$ cat config.mk
export PLATFORM = sky130hd
export DESIGN_NAME = mcp9808_temp_tracker
export DESIGN_NICKNAME = d
export VERILOG_FILES = /design/src/rtl/mcp9808_temp_tracker.sv
export SDC_FILE = /design/constraint.sdc
export NUM_CORES = 1
export LEC_CHECK = 0
export ABC_CLOCK_PERIOD_IN_PS = 5600
export CAP_MARGIN = 0
export CORE_ASPECT_RATIO = 1.5
export CORE_MARGIN = 10
export CORE_UTILIZATION = 44
export CTS_CLUSTER_SIZE = 14
export DETAILED_ROUTE_END_ITERATION = 8
export PLACE_DENSITY = 0.69
export SLEW_MARGIN = 20
export SYNTH_ARGS = -nofsm -noshare
export SYNTH_HDL_FRONTEND = slang
export SYNTH_SLANG_ARGS = --single-unit
$ cat constraint.sdc
create_clock -name clk -period 5.6 [get_ports clk]
set_input_delay 0.84 -clock clk [delete_from_list [all_inputs] [get_ports clk]]
set_output_delay 0.84 -clock clk [all_outputs]
set_load 0.005 [all_outputs]
$ cat src/rtl/mcp9808_temp_tracker.sv
// mcp9808_temp_tracker: paces the MCP9808 interface, captures ambient readings, tracks avg/min/max/flags.
// Define MCP9808_TRACK_ALARM_EN to add the hysteresis alarm (alarm_hi/alarm_lo inputs, alarm output).
module mcp9808_temp_tracker #(
  parameter int POLL_PERIOD = 1_000_000,
  parameter int TIMEOUT     = 65_535,
  parameter int AVG_SHIFT   = 3
) (
  input  logic        clk,
  input  logic        rst,
  input  logic        enable,
  input  logic        sample_now,
  input  logic        clr_minmax,
  input  logic        sensor_ready,
  output logic        sensor_update,
  input  logic [15:0] temp_raw,
  output logic [12:0] temp_cur,
  output logic [12:0] temp_avg,
  output logic [12:0] temp_min,
  output logic [12:0] temp_max,
  output logic [2:0]  t_flags,
  output logic        sample_valid,
  output logic [15:0] sample_cnt,
  output logic        timeout_err
`ifdef MCP9808_TRACK_ALARM_EN
  ,
  input  logic [12:0] alarm_hi,
  input  logic [12:0] alarm_lo,
  output logic        alarm
`endif
);
  localparam int TW = (POLL_PERIOD > 1) ? $clog2(POLL_PERIOD) : 1;
  localparam int WW = $clog2(TIMEOUT + 1);
  typedef enum logic [2:0] {IDLE, REQ, WAIT_BUSY, WAIT_DONE, LATCH, UPDATE} state_e;
  state_e state_q, state_d;
  logic [TW-1:0] timer_q, timer_d;
  logic [WW-1:0] wait_q, wait_d;
  logic pend_q, pend_d, tout_q, tout_d, wrap;
  logic [15:0] raw_q, cnt_q;
  logic signed [12:0] x, cur_q, avg_q, min_q, max_q;
  logic signed [15:0] x_ext, avg_ext, step;
  logic [2:0] flags_q;
  logic valid_q, have_q, reload_q;
  assign wrap = enable && state_q == IDLE && timer_q == TW'(POLL_PERIOD - 1);
  always_comb begin
    state_d = state_q;
    timer_d = (enable && state_q == IDLE) ? (wrap ? '0 : timer_q + TW'(1)) : timer_q;
    wait_d  = wait_q;
    tout_d  = tout_q;
    case (state_q)
      IDLE: state_d = (pend_q && sensor_ready) ? REQ : IDLE;
      REQ: begin
        wait_d  = '0;
        state_d = WAIT_BUSY;
      end
      WAIT_BUSY, WAIT_DONE: begin
        wait_d = wait_q + WW'(1);
        if (state_q == WAIT_BUSY && !sensor_ready) begin
          wait_d  = '0;
          state_d = WAIT_DONE;
        end else if (state_q == WAIT_DONE && sensor_ready) begin
          state_d = LATCH;
        end else if (wait_q == WW'(TIMEOUT - 1)) begin
          tout_d  = 1'b1;
          state_d = IDLE;
        end
      end
      LATCH: state_d = UPDATE;
      UPDATE: begin
        tout_d  = 1'b0;
        state_d = IDLE;
      end
      default: state_d = IDLE;
    endcase
    pend_d = sample_now || wrap || (pend_q && state_d != REQ);
  end
  always_ff @(posedge clk or posedge rst) begin
    if (rst) begin
      state_q <= IDLE;
      timer_q <= '0;
      wait_q  <= '0;
      pend_q  <= 1'b0;
      tout_q  <= 1'b0;
    end else begin
      state_q <= state_d;
      timer_q <= timer_d;
      wait_q  <= wait_d;
      pend_q  <= pend_d;
      tout_q  <= tout_d;
    end
  end
  // Average step is arithmetic-shifted in 16 bits so it floors toward -inf.
  assign x       = raw_q[12:0];
  assign x_ext   = {{3{x[12]}}, x};
  assign avg_ext = {{3{avg_q[12]}}, avg_q};
  assign step    = (x_ext - avg_ext) >>> AVG_SHIFT;
  always_ff @(posedge clk or posedge rst) begin
    if (rst) begin
      raw_q    <= '0;
      cur_q    <= '0;
      avg_q    <= '0;
      min_q    <= '0;
      max_q    <= '0;
      flags_q  <= '0;
      cnt_q    <= '0;
      valid_q  <= 1'b0;
      have_q   <= 1'b0;
      reload_q <= 1'b0;
    end else begin
      if (state_q == LATCH) raw_q <= temp_raw;
      valid_q  <= state_q == UPDATE;
      reload_q <= clr_minmax || (reload_q && state_q != UPDATE);
      if (state_q == UPDATE) begin
        cur_q   <= x;
        flags_q <= raw_q[15:13];
        avg_q   <= have_q ? 13'(avg_ext + step) : x;
        min_q   <= (!have_q || reload_q || x < min_q) ? x : min_q;
        max_q   <= (!have_q || reload_q || x > max_q) ? x : max_q;
        cnt_q   <= &cnt_q ? cnt_q : cnt_q + 16'd1;
        have_q  <= 1'b1;
      end
    end
  end
`ifdef MCP9808_TRACK_ALARM_EN
  logic alarm_q;
  always_ff @(posedge clk or posedge rst) begin
    if (rst) alarm_q <= 1'b0;
    else if (state_q == UPDATE) alarm_q <= (x > $signed(alarm_hi)) ? 1'b1 : (x < $signed(alarm_lo)) ? 1'b0 : alarm_q;
  end
  assign alarm = alarm_q;
`endif
  assign sensor_update = state_q == REQ;
  assign temp_cur      = cur_q;
  assign temp_avg      = avg_q;
  assign temp_min      = min_q;
  assign temp_max      = max_q;
  assign t_flags       = flags_q;
  assign sample_valid  = valid_q;
  assign sample_cnt    = cnt_q;
  assign timeout_err   = tout_q;
endmodule

* After elaboration in Yosys (flattened, before gate mapping)
Index checks and enable logic that the tools add are counted.
** Word-level totals
- Register bits after elaboration :: 131
- Input port bits :: 22
- Logic and storage cells :: 72
** Operators by class
- Add/sub/neg operators :: 5
- Order comparisons :: 2
- Equality and inequality tests :: 12
- Multiplexer cells :: 13
- Bitwise operators :: 1
- Reductions and logical operators :: 24
** Operators by type and width (count)
- adder 16 x 1 -> 16 bit (second input constant) :: 2
- one-hot mux 16 bit (2 select lines) :: 1
- adder 20 x 1 -> 20 bit (second input constant) :: 1
- == test 20 bit (second input constant) :: 1
- two-way mux 20 bit :: 1
- == test 16 bit (second input constant) :: 1
- two-way mux 16 bit :: 1
- AND reduction 16 bit :: 1
- subtractor 13 x 13 -> 14 bit :: 1
- adder 13 x 11 -> 13 bit :: 1
- greater-than comparator 13 bit :: 1
- less-than comparator 13 bit :: 1
- two-way mux 13 bit :: 1
- one-hot mux 3 bit (4 select lines) :: 1
- two-way mux 3 bit :: 3
- logical AND 1 bit :: 7
- == test 3 x 2 -> 1 bit (second input constant) :: 2
- == test 3 bit (second input constant) :: 2
- logical OR 1 bit :: 6
- inequality test 2 bit (second input constant) :: 3
- AND reduction 2 bit :: 3
- two-way mux 1 bit :: 4
- AND reduction 4 bit :: 1
- nonzero test 2 bit :: 2
- 8 further kinds :: 9

* Longest topological paths before layout
Gate-level depths: netlist (run 1).
- Word-level depth :: 8
- Depth in mapped cells :: 17
- Mapped depth without buffers :: 17

* Least setup slack after synthesis (run 1)
No wires, ideal clock.
- Path kind :: register to register
- Start point :: register avg_q[2] (netlist: temp_avg[2])
- End point :: register avg_q[12] (netlist: temp_avg[12])
- Arrival time :: 3.187 ns
- Data required time :: 5.479 ns
- Setup slack :: 2.292 ns
- Cell stages (with the launch flop) :: 18
- Clock period less this slack :: 3.308 ns
- Cells stage by stage :: dfrtp_1 -> inv_1 -> ha_1 -> a21oi_1 -> o21ai_1 -> a41oi_1 -> nor2b_1 -> o21a_1 -> nor2_1 -> xnor2_1 -> ha_1 -> o211ai_1 -> a211oi_1 -> nor3_1 -> o31ai_1 -> xnor2_1 -> a21oi_1 -> o22a_1
** On the way
- Longest elaborated chain between the ends :: 3
** RTL lines
- from (decl) :: RTL line 39 : logic signed [12:0] x, cur_q, avg_q, min_q, max_q;
- from (signal assigned) :: RTL line 115 : avg_q <= have_q ? 13'(avg_ext + step) : x;
- subtractor 13 x 13 -> 14 bit :: RTL line 95 : assign step = (x_ext - avg_ext) >>> AVG_SHIFT;
- adder 13 x 11 -> 13 bit (*) :: RTL line 115
- two-way mux 13 bit (*) :: RTL line 115
Mark *: on every way between the ends. The rest lies on a longest branch, timed or not.
A chain may end at the register's enable or synchronous reset.

* Worst setup path in the final report (run 1)
- Start point :: register raw_q[2]
- End point :: register avg_q[9] (netlist: temp_avg[9])
** On the way
- Longest elaborated chain between the ends :: 3
** RTL lines
- from (decl) :: RTL line 38 : logic [15:0] raw_q, cnt_q;
- from (signal assigned) :: RTL line 109 : if (state_q == LATCH) raw_q <= temp_raw;
- subtractor 13 x 13 -> 14 bit :: RTL line 95
- adder 13 x 11 -> 13 bit :: RTL line 115
- two-way mux 13 bit :: RTL line 115
No other way between the ends.

==> metrics.md, run 1 <==
| Metric | Value |
|---|---|
| ANT nets after route | 0 |
| Clk_skew | 11.5 ps |
| Root Driver | clkbuf_16 |
| # resized after CTS | 0 |
| Clock slew at reported path FFs | roughly 60 ps |
| Htree depth | 4 |
| First-pass GRT wire length | approximately 30 mm |
| Setup ws final | 1660 ps |
| Yosys warnings | 0 |
| TritonCTS clock tree | done |
| Vias per cell | 5.30 |
| Inst Count DP | 1029 |
| Net count after synthesis | 819 |
| Critical Path RT | 5930 ps |
| Tmin final | 3940 ps |
| Row count | 57 |
| Sequential fraction of the synthesis area | 0.446 |
| DR vias | 5611 |
| Latest clock arrival within the worst-skew pair | roughly 400 ps |
| Setup TNS | 0 ps |
| Core ar. | 0.0163 mm² |
| R2R cell count | 15 |
| Startpoint types | register |
| GR Overflow Total | 0 |
| Non-filler instance count after layout | about 1100 |
| Routability cong. | 0.814 |
| Worst Setup SP | raw_q[2]$_DFFE_PP0N_ |
| Power per cell area | 627 mW/mm² |
| Buffers on Ports | 95 |
| Reg-to-Reg End | temp_avg[9]$_DFFE_PP0P_ |
| # hold bufs at CTS | 0 |
| Capture point of the worst path | temp_avg[9]$_DFFE_PP0P_ |
| Vias in the first global route | 5880 |
| Ports | 96 |
| Crit Path Max Fanout | 8 |
| Worst vdd ir | 394 µV |
| Sink Count | 131 |
| Hold path depth | 2 |
| Synth async-reset ratio | 1.00 |
| HPWL after DPL | 13.0 mm |
| Routed WL per cell | 16.7 µm |
| Max-cap violation count | 0 |
| EDFF count, synth | 0 |
| Worst Tran Pin Value | 977 ps |
| Pleak | 4.17 nW |
| Die Span Y | 178 µm |
| P&R area growth vs syn | 24.8% |
| R2R Setup Slk | 1660 ps |
| Starting Density | 0.450 |
| RSZ-0062 raised after global routing | no |
| Slew Viols, Final | 0 |
| Setup Buffers After CTS | 0 |
| Register bit total from synthesis | 131 |
| Full die area | about 0.022 mm² |
| Die width | 126 µm |
| Post-synthesis cell type count | 59 |
| Final net count | 919 |
| Final setup fails | 0 |
| Syn Inst Count | 742 |
| Final Power | 5.75 mW |
| Status | complete, no violations |
| Setup crit end kind | register |
| Number of diodes | 0 |
| Num CTS Buffers | 17 |
| Post-synthesis cell area | 0.00735 mm² |
| Largest net degree at the start of global routing | 56 |
| Post-synth top flop | dfrtp_1 |
| Critical path type | reg -> reg |
| Pre-CTS setup slack | 1710 ps |
| Antenna violations before repair | 0 |
| Final Util | 0.562 |
| Share of cells above drive strength 1 | 0.109 |
| DR iter-0 viols | 268 |
| Detailed-route DRC error count | 0 |
| Final hold vios | 0 |
| Drt total wl | 17.7 mm |
| Relative slew slack | 0.349 |
| Mean Syn Cell Area | 9.91 µm² |
| Total track usage | 0.161 |
| CTS Buffer Depth | 2 |
| Layout fillers | 1450 |
| Tcrit/Tclk final | 0.703 |
| Worst r2r src | raw_q[2]$_DFFE_PP0N_ |
| Crit path DAT | 4260 ps |
| F_max | 254 MHz |
| Worst Hold Class | reg -> reg |
| Iteration count of the initial detailed-routing pass | 4 |
==> worst min path at each step <==
stage,end,from
2_1_floorplan,t_flags[0]$_DFFE_PP0P_,raw_q[13]$_DFFE_PP0N_
3_3_place_gp,t_flags[2]$_DFFE_PP0P_,raw_q[15]$_DFFE_PP0N_
3_5_place_dp,t_flags[0]$_DFFE_PP0P_,raw_q[13]$_DFFE_PP0N_
4_1_cts,t_flags[0]$_DFFE_PP0P_,raw_q[13]$_DFFE_PP0N_
5_1_grt,temp_cur[0]$_DFFE_PP0P_,temp_cur[0]$_DFFE_PP0P_
6_report,t_flags[1]$_DFFE_PP0P_,raw_q[14]$_DFFE_PP0N_
==> layout make-up <==
class / instances / area [µm²] / share of cell area
clock buffers: 18 / 429 / 0.0467
clock inverters: 12 / 231 / 0.0252
inverters: 51 / 194 / 0.0211
multi-input cells: 539 / 3790 / 0.412
flip-flops and latches: 131 / 3280 / 0.357
well taps: 206 / 258 / 0.0281
repair buffers: 102 / 1000 / 0.109
==> cell usage after synthesis, types with 11 or more instances <==
cell / instances / area [µm²]
dfrtp_1: 131 / 3280
nand2_1: 102 / 383
ha_1: 54 / 676
inv_1: 51 / 191
o21ai_0: 50 / 250
mux2_2: 42 / 473
nor2_1: 39 / 146
xnor2_1: 31 / 272
a21oi_1: 29 / 145
nand3_1: 22 / 110
xor2_1: 22 / 193
nand4_1: 13 / 81.3
clkbuf_1: 12 / 45.0
a21o_1: 11 / 82.6
==> report_power, final <==
part           switching, mW  leakage, nW  internal [mW]
logic                   1.45         2.13           1.48
clock network          0.422        0.317          0.834
registers              0.351         1.72           1.22
==> registers in the layout (all words and copies together) (netlist names) <==
| signal | cells |
|---|---|
| wait_q | 16 |
| reload_q | 1 |
| t_flags | 3 |
| have_q | 1 |
| timeout_err | 1 |
| state_q | 3 |
| raw_q | 16 |
| pend_q | 1 |
| temp_max | 13 |
| sample_valid | 1 |
| temp_avg | 13 |
| sample_cnt | 16 |
| temp_min | 13 |
| timer_q | 20 |
| temp_cur | 13 |
==> metal layers <==
layer,track usage,vias up,wire length (µm),part of all wire
li1,-,2770,-,-
met1,0.178,2754,7100,0.40
met2,0.298,78,9640,0.54
met3,0.0440,9,780,0.044
met4,0.0419,0,216,0.012
met5,0,-,0,0
==> critical path, cell delays in order (launching register included) <==
cell and delay (ps):
dfrtp_1 480, ha_1 330, a21oi_1 140, o21ai_1 150
a41oi_1 320, nor2b_1 100, o21a_1 180, nor2_1 110
xnor2_1 80, ha_1 230, a2111oi_0 610, o21ai_0 380
a41oi_1 360, xnor2_1 150, mux2i_1 90, o21ai_0 150
==> layout by cell type (no fill, tap or decap), drive strengths merged, types with 11 or more instances in the layout <==
| cell | netlist | routed |
|---|---|---|
| nand4 | 14 | 14 |
| inv | 51 | 52 |
| xnor2 | 31 | 31 |
| clkbuf | 12 | 18 |
| clkdlybuf4s50 | 0 | 95 |
| nand2 | 103 | 103 |
| mux2 | 42 | 42 |
| xor2 | 22 | 22 |
| nand3 | 22 | 22 |
| dfrtp | 131 | 131 |
| ha | 54 | 54 |
| a21oi | 30 | 30 |
| nor2 | 40 | 40 |
| o21ai | 53 | 53 |
| a21o | 11 | 11 |
==> logic make-up (layout without fill, tap and decap cells) <==
group           Yosys count  in the layout  share of synthesized area
compound gates          134            134                      0.112
xor+xnor                 53             53                     0.0631
buf+inv                  72            183                     0.0400
fa+ha+maj                56             56                     0.0960
flops                   131            131                      0.446
mux                      52             52                     0.0779
simple gates            244            244                      0.166
==> through the flow <==
step | hold slack (ps) | instance area (µm²)
3_3_place_gp | 457 | 8520
4_1_cts | 472 | 9180
6_report | 465 | 9180
2_1_floorplan | 435 | 7350
3_5_place_dp | 460 | 8520
5_1_grt | 492 | 9180
Note: power is estimated with default switching activity, not from simulation.
==> inputs of run 2 (changes only) <==
Settings changed: ABC_CLOCK_PERIOD_IN_PS 5600 to 3500, PLACE_DENSITY 0.69 to 0.71.
Clock period 5.6 ns to 3.5 ns, I/O delays scaled along.
==> metrics.md, run 2 (synthesis gave the netlist of run 1 again) <==
| Metric | Value |
|---|---|
| TritonCTS clock tree | done |
| GR Overflow Total | 0 (unchanged) |
| Final Power | 9.68 mW (+68%) |
| Commonest cells after routing, fill and taps aside | dfrtp_1 (130), nand2_1 (102), clkdlybuf4s50_1 (95) |
| CTS Buffer Depth | 2 (unchanged) |
| Pleak | 4.31 nW (+3.4%) |
| Top reg by flops | timer_q |
| Tcrit/Tclk final | 0.984 (+0.280) |
| Worst Hold Class | reg -> reg |
| Crit Path Max Fanout | 4 (-4) |
| ANT nets after route | 0 (unchanged) |
| Worst Tran Pin Value | 973 ps (-4.63 ps) |
| Post-Layout Inst Area | 0.00949 mm² (+3.3%) |
| Htree depth | 4 (unchanged) |
| Detailed-route DRC error count | 0 (unchanged) |
| F_max | 290 MHz (+14%) |
| Clock slew at reported path FFs | 60 ps (about the same) |
| Die Span Y | 178 µm (unchanged) |
| Hold path depth | 1 (-1) |
| Routed WL per cell | 17.0 µm (+1.4%) |
| Antenna violations before repair | 1 (+1) |
| Critical Path RT | 3840 ps (-2090 ps) |
| Core ar. | 0.0163 mm² (unchanged) |
| Die width | 126 µm (unchanged) |
| First-pass GRT wire length | 30.4 mm (+2.2%) |
| Largest net degree at the start of global routing | 44 (-21%) |
| Startpoint types | register |
| Vias in the first global route | 6132 (+4.3%) |
| Root Driver | clkbuf_16 |
| Tmin final | 3440 ps (-496 ps) |
| Final hold vios | 0 (unchanged) |
| Max-cap violation count | 0 (unchanged) |
| Setup crit end kind | register |
| Setup ws final | 57.4 ps (-1600 ps) |
| Full die area | 0.0224 mm² (unchanged) |
| Row count | 57 (unchanged) |
| Iteration count of the initial detailed-routing pass | 4 (unchanged) |
| Total track usage | 0.167 (+0.00591) |
| Final Util | 0.581 (+0.0188) |
| R2R cell count | 17 (+2) |
| Final setup fails | 0 (unchanged) |
| Crit path DAT | 3780 ps (-480 ps) |
| Clk_skew | 11.9 ps (+0.379 ps) |
| Vias per cell | 5.33 (+0.55%) |
| Num CTS Buffers | 17 (unchanged) |
| Relative slew slack | 0.352 (+0.00308) |
| Max reg flops | 20 (unchanged) |
| Pre-CTS setup slack | -19.3 ps (-1730 ps) |
| Routability cong. | 0.859 (+5.5%) |
| Status | complete, no violations |
| Post-DP Area | 0.00876 mm² (+2.9%) |
| Number of diodes | 0 (unchanged) |
| HPWL after DPL | 13.6 mm (+4.3%) |
| # hold bufs at CTS | 0 (unchanged) |
| DR vias | 5823 (+3.8%) |
| Latest clock arrival within the worst-skew pair | 420 ps (about the same) |
| Starting Density | 0.450 (unchanged) |
| Final net count | 951 (+3.5%) |
| Worst vdd ir | 586 µV (+49%) |
| Drt total wl | 18.6 mm (+4.7%) |
| DR iter-0 viols | 251 (-6.3%) |
| Share of cells above drive strength 1 | 0.167 (+0.0578) |
| P&R area growth vs syn | 29.0% |
| Sink Count | 131 (unchanged) |
| Commonest non-fill, non-tap cell in the layout | dfrtp_1 |
| Ports | 96 (unchanged) |
| Buffers on Ports | 95 (unchanged) |
| Slew Viols, Final | 0 (unchanged) |
| Power per cell area | 1020 mW/mm² (+63%) |
| Critical path type | reg -> reg |
[run 2: path summary, 6_finish.rpt]
| kind | from | end | slack (ps) |
|---|---|---|---|
| min in group asynchronous | rst | wait_q[12]$_DFFE_PP0P_ | 490 |
| max in group asynchronous | rst | temp_avg[7]$_DFFE_PP0P_ | 2230 |
| setup / recovery | raw_q[2]$_DFFE_PP0N_ | temp_avg[9]$_DFFE_PP0P_ | 60 |
| hold / removal | wait_q[12]$_DFFE_PP0P_ | wait_q[12]$_DFFE_PP0P_ | 470 |
| setup reg to reg | raw_q[2]$_DFFE_PP0N_ | temp_avg[9]$_DFFE_PP0P_ | 60 |
| hold reg to reg | wait_q[12]$_DFFE_PP0P_ | wait_q[12]$_DFFE_PP0P_ | 470 |
[run 2: power by group]
part	leakage, nW	switching, mW	internal (mW)
clock	0.275	0.699	1.00
combinational	2.32	2.77	2.81
sequential	1.72	0.448	1.95
[run 2: critical path, stage by stage, from the launching register on]
cell	delay, ps
dfrtp_1	410
ha_4	300
nand2_1	100
o21ai_4	220
a41oi_2	160
nor2b_2	180
o21a_1	160
nor2_2	40
xnor2_1	170
ha_2	320
buf_4	150
o21a_1	100
o21ai_0	260
nand2b_1	150
a41oi_1	250
xnor2_1	150
mux2i_1	90
o21ai_0	160
[run 2: metal layers]
layer	global-route usage	vias to the layer above	wire (µm)
met3	0.0579	24	1070
met5	0	-	13
met4	0.0597	2	384
met1	0.176	2853	7230
met2	0.302	107	9860
li1	-	2837	-
[run 2: through the flow]
step / setup TNS [ps] / hold WS [ps] / cells
after floorplan: 0 / 435 / 742
after global placement: 0 / 457 / 1058
after detailed placement: -19.3 / 457 / 1058
after CTS: 0 / 474 / 1090
after global routing: -170 / 494 / 1093
final: 0 / 472 / 1093
[run 2: cell type report]
cell class / instances / area (µm²)
Clock buffer: 18 / 439
Clock inverter: 14 / 128
Fill cell: 1411 / 6850
Inverter: 51 / 195
Multi-Input combinational cell: 539 / 3920
Sequential cell: 131 / 3280
Tap cell: 206 / 258
Timing Repair Buffer: 134 / 1270
[run 2: repair_timing]
action | 4_1_cts | 5_1_grt
gates resized for setup | 2 | 28
cloned | 0 | 0
pin swaps | 0 | 12
buffers inserted | 0 | 3
setup endpoints to repair | 1 | 5
